[config.mk]
export PLATFORM = sky130hd
export DESIGN_NAME = div_tick_gen
export DESIGN_NICKNAME = d
export VERILOG_FILES = /design/src/rtl/div_tick_gen.sv
export SDC_FILE = /design/constraint.sdc
export NUM_CORES = 1
export LEC_CHECK = 0
export ABC_AREA = 0
export BUFFER_PORTS_ARGS = -buffer_cell sky130_fd_sc_hd__buf_2
export CORE_ASPECT_RATIO = 0.9
export CORE_MARGIN = 3
export CORE_UTILIZATION = 30
export CTS_CLUSTER_SIZE = 30
export DETAILED_ROUTE_END_ITERATION = 16
export GPL_TIMING_DRIVEN = 1
export PLACE_DENSITY = 0.41
export SETUP_SLACK_MARGIN = 0.1
export SKIP_CTS_REPAIR_TIMING = 1
export SLEW_MARGIN = 20
export SYNTH_ARGS = -nofsm -noshare
export SYNTH_HDL_FRONTEND = slang
export SYNTH_SLANG_ARGS = --single-unit
export TNS_END_PERCENT = 10
[constraint.sdc]
create_clock -name ck -period 2.4 [get_ports ck]
set_input_delay 0.48 -clock ck [delete_from_list [all_inputs] [get_ports ck]]
set_output_delay 0.48 -clock ck [all_outputs]
set_load 0.1 [all_outputs]
[src/rtl/div_tick_gen.sv]
// Multi-channel frequency divider: each channel produces a 50% square wave and a
// single-cycle tick enable from its own runtime-loadable terminal count.
module div_tick_gen #(
  parameter int WIDTH       = 25,
  parameter int NCH         = 2,
  parameter int DEFAULT_DIV = 25_000_000,
  localparam int CW         = (NCH > 1) ? $clog2(NCH) : 1
) (
  input  logic             ck,
  input  logic             rst,
  input  logic             en,
  input  logic             sync,
  input  logic             load,
  input  logic [CW-1:0]    ch_sel,
  input  logic [WIDTH-1:0] div_in,
  output logic [NCH-1:0]   freq,
  output logic [NCH-1:0]   tick
);

  logic [WIDTH-1:0] cnt_q [NCH];
  logic [WIDTH-1:0] cnt_d [NCH];
  logic [WIDTH-1:0] div_q [NCH];
  logic [WIDTH-1:0] div_d [NCH];
  logic [NCH-1:0]   freq_q, freq_d;
  logic [NCH-1:0]   tick_q, tick_d;

  // Equality against each channel index makes out-of-range selects match nothing.
  always_comb begin
    for (int c = 0; c < NCH; c++) begin
      cnt_d[c]  = cnt_q[c];
      div_d[c]  = div_q[c];
      freq_d[c] = freq_q[c];
      tick_d[c] = 1'b0;
      if (sync) begin
        cnt_d[c]  = '0;
        freq_d[c] = 1'b0;
      end else if (load && (ch_sel == CW'(c))) begin
        div_d[c] = div_in;
        cnt_d[c] = '0;
      end else if (en) begin
        if (cnt_q[c] == div_q[c]) begin
          cnt_d[c]  = '0;
          freq_d[c] = ~freq_q[c];
          tick_d[c] = 1'b1;
        end else begin
          cnt_d[c] = cnt_q[c] + WIDTH'(1);
        end
      end
    end
  end

  always_ff @(posedge ck or negedge rst) begin
    if (!rst) begin
      for (int c = 0; c < NCH; c++) begin
        cnt_q[c] <= '0;
        div_q[c] <= WIDTH'(DEFAULT_DIV);
      end
      freq_q <= '0;
      tick_q <= '0;
    end else begin
      for (int c = 0; c < NCH; c++) begin
        cnt_q[c] <= cnt_d[c];
        div_q[c] <= div_d[c];
      end
      freq_q <= freq_d;
      tick_q <= tick_d;
    end
  end

  assign freq = freq_q;
  assign tick = tick_q;

endmodule
==> impl_metrics.json <==
{
  "worst_skew_pair.late_latency_ns": 0.35,
  "synth_ff_type": "dfrtp_1",
  "cts_root_buf": "clkbuf_16",
  "ir_drop_mv": 0.360,
  "ys_seq_area_share_pct": 49.7,
  "fillers": 1762,
  "final_cells": 777,
  "synth.top_cell.area_share_pct": 37.8,
  "n_antenna_cell": 0,
  "power_density_mw_per_mm2": 694,
  "crit_fanout": 14,
  "cts_made_buffers": 9,
  "ys_types": 48,
  "crit_path_start_kind": "flip-flop",
  "wl_met1_um": 7640,
  "grt_usage_pct": 15.1,
  "core-area_sq_mm": 0.0171,
  "postSynthCellCount": 499,
  "worstSetupPathType": "flip-flop to flip-flop",
  "antenna_found_initial": 0,
  "area_growth_pct": 16.3,
  "maxSlewHeadroom_pct": 57.6,
  "ios": 35,
  "avgViaCountPerCell": 4.89,
  "synth_area_sq_mm": 0.00530,
  "die_area_sq_mm": 0.0193,
  "worst_pin_slew_ns": 0.635,
  "end_kind": "flip-flop",
  "synth_most_common_cell": "dfrtp_1",
  "synthTopCellsByArea": "dfrtp_1 (38%), dfstp_2 (12%), mux2_2 (11%), xnor2_1 (9.8%), xor2_1 (3.1%)",
  "drt_iter0_drc": 303,
  "cts_max_path_buffers": 2,
  "fin_crit_sh_pct": 91.4,
  "met3_length_um": 646,
  "drcViolationCount": 0,
  "grt_pass1_vias": 3766,
  "dp_cells": 761,
  "wl_met2_um": 5630,
  "min_period_ns": 2.19,
  "cp.required_ns": 2.64,
  "final_max_slew_viol_count": 0,
  "nets": 570,
  "fin_skew_ns": 0.00650,
  "die_w_um": 146,
  "rsz0062_at_grt": "true",
  "rows": 45,
  "final.setup.tns_ns": 0,
  "synth_area_per_cell_sq_um": 10.6,
  "dp.final_hpwl_um": 10300,
  "ys_warn_count": 0,
  "arrival_ns": 2.43,
  "holdCritPathClass": "input port to async pin",
  "routed_wl_um": 14000,
  "setup_viol": 0,
  "drv_cap": 0,
  "synth_edf_count": 0,
  "ys_ff_latch": 104,
  "leakagePower_nw": 2.43,
  "finalHoldViolations": 0,
  "status": "finished, final reports clean",
  "clk_pin_slew_worst_paths_ns": 0.07,
  "synth_commonest_cells": "dfrtp_1 (80), xnor2_1 (59), mux2_2 (51)",
  "start_util_pct": 31.0,
  "cts_tree": "done",
  "yosysTopAreaCell": "dfrtp_1",
  "wire_per_inst_um": 18.1,
  "max_freq_mhz": 456,
  "top_layer": "met4",
  "vias": 3796,
  "drt.antenna.violating_nets": 0,
  "drive_above_1_share_pct": 28.6,
  "die_y_um": 132,
  "syn_nets": 532,
  "grt_overflow": 0,
  "htreeDepth": 3,
  "async_reset_ff_share_pct": 100,
  "clock-sinks": 104,
  "grt_pass1_wl_um": 22400,
  "dr.pass1.iters": 4,
  "gp_congestion": 0.818,
  "portBuffers": 34,
  "grt_max_degree": 44
}
-- path summary, 6_finish.rpt --
| check | end | slack (ns) | start | cells after the start |
|---|---|---|---|---|
| worst max-delay path | cnt_q[45] | 0.21 | cnt_q[46] | 6 |
| worst min-delay path | cnt_q[11] | 0.14 | rst | 1 |
| worst max register to register | cnt_q[45] | 0.21 | cnt_q[46] | 6 |
| worst min register to register | div_q[9] | 0.53 | div_q[9] | 1 |
| max in group asynchronous | div_q[12] | 1.49 | rst | 2 |
| min in group ck | div_q[15] | 0.38 | div_in[15] | 2 |
-- where the power goes --
part | switching (mW) | internal, mW
Combinational | 0.263 | 0.285
Clock | 0.682 | 0.938
Sequential | 0.132 | 1.97
Total | 1.08 | 3.20
-- per-layer routing --
layer | track usage, % | up-vias
li1 | - | 1822
met1 | 23.8 | 1892
met2 | 20.4 | 69
met5 | 0 | -
met3 | 3.95 | 13
met4 | 3.45 | 0
-- logic make-up (layout without fill, tap and decap cells) --
family | Yosys count | after routing | synth area share, %
flops | 104 | 104 | 49.7
mux | 51 | 51 | 10.8
xor+xnor | 78 | 78 | 12.9
compound gates | 46 | 46 | 5.60
buf+inv | 35 | 78 | 2.62
simple gates | 183 | 183 | 17.9
fa+ha+maj | 2 | 2 | 0.472
-- critical path: stages, from the launching register on --
cell and delay [ns]:
dfrtp_1 0.48, xnor2_1 0.30, nand4_1 0.14, nor3_1 0.41
a21oi_2 0.26, and3_1 0.23, a221o_1 0.25
-- flip-flops by register name, indices dropped and copies added (netlist names) --
signal	cells
cnt_q	50
div_q	50
freq	2
tick	2
-- final cells by class --
type | count | area (sq um) | share of cell area, %
repair buffers | 52 | 333 | 5.40
well taps | 235 | 294 | 4.77
clock buffers | 10 | 239 | 3.88
inverters | 10 | 37.5 | 0.609
clock inverters | 6 | 82.6 | 1.34
multi-input cells | 360 | 2540 | 41.3
flip-flops and latches | 104 | 2630 | 42.7
-- metrics by stage --
step                util, %  total power [mW]  hold WS, ns  setup slack, ns  instance area, sq um
CTS                    35.9              4.33        0.168           0.0768                  6150
global placement       34.1              2.69        0.512          0.00352                  5830
finish                 36.0              4.28        0.142            0.206                  6160
floorplan                 -              2.45        0.184            0.266                  5300
global route           36.0              4.47        0.177           0.0223                  6160
detailed placement     34.1              2.69        0.521           0.0969                  5830
-- layout by cell type (no fill, tap or decap), types with 4 or more instances in the layout --
cell type  instances
nor3_1            11
o21ai_0           16
a221o_1            4
dfstp_2           24
nand3_1           28
nand4_1           25
dfrtp_1           80
buf_2             33
and3_1             8
xnor2_1           59
nand2_1           34
nor2b_1            6
inv_1             10
buf_4             17
clkbuf_16          9
a21oi_1           10
xor2_1            19
nor2_1            43
mux2_2            51
nor4_1             6
Power figures use the tool's default switching activity.
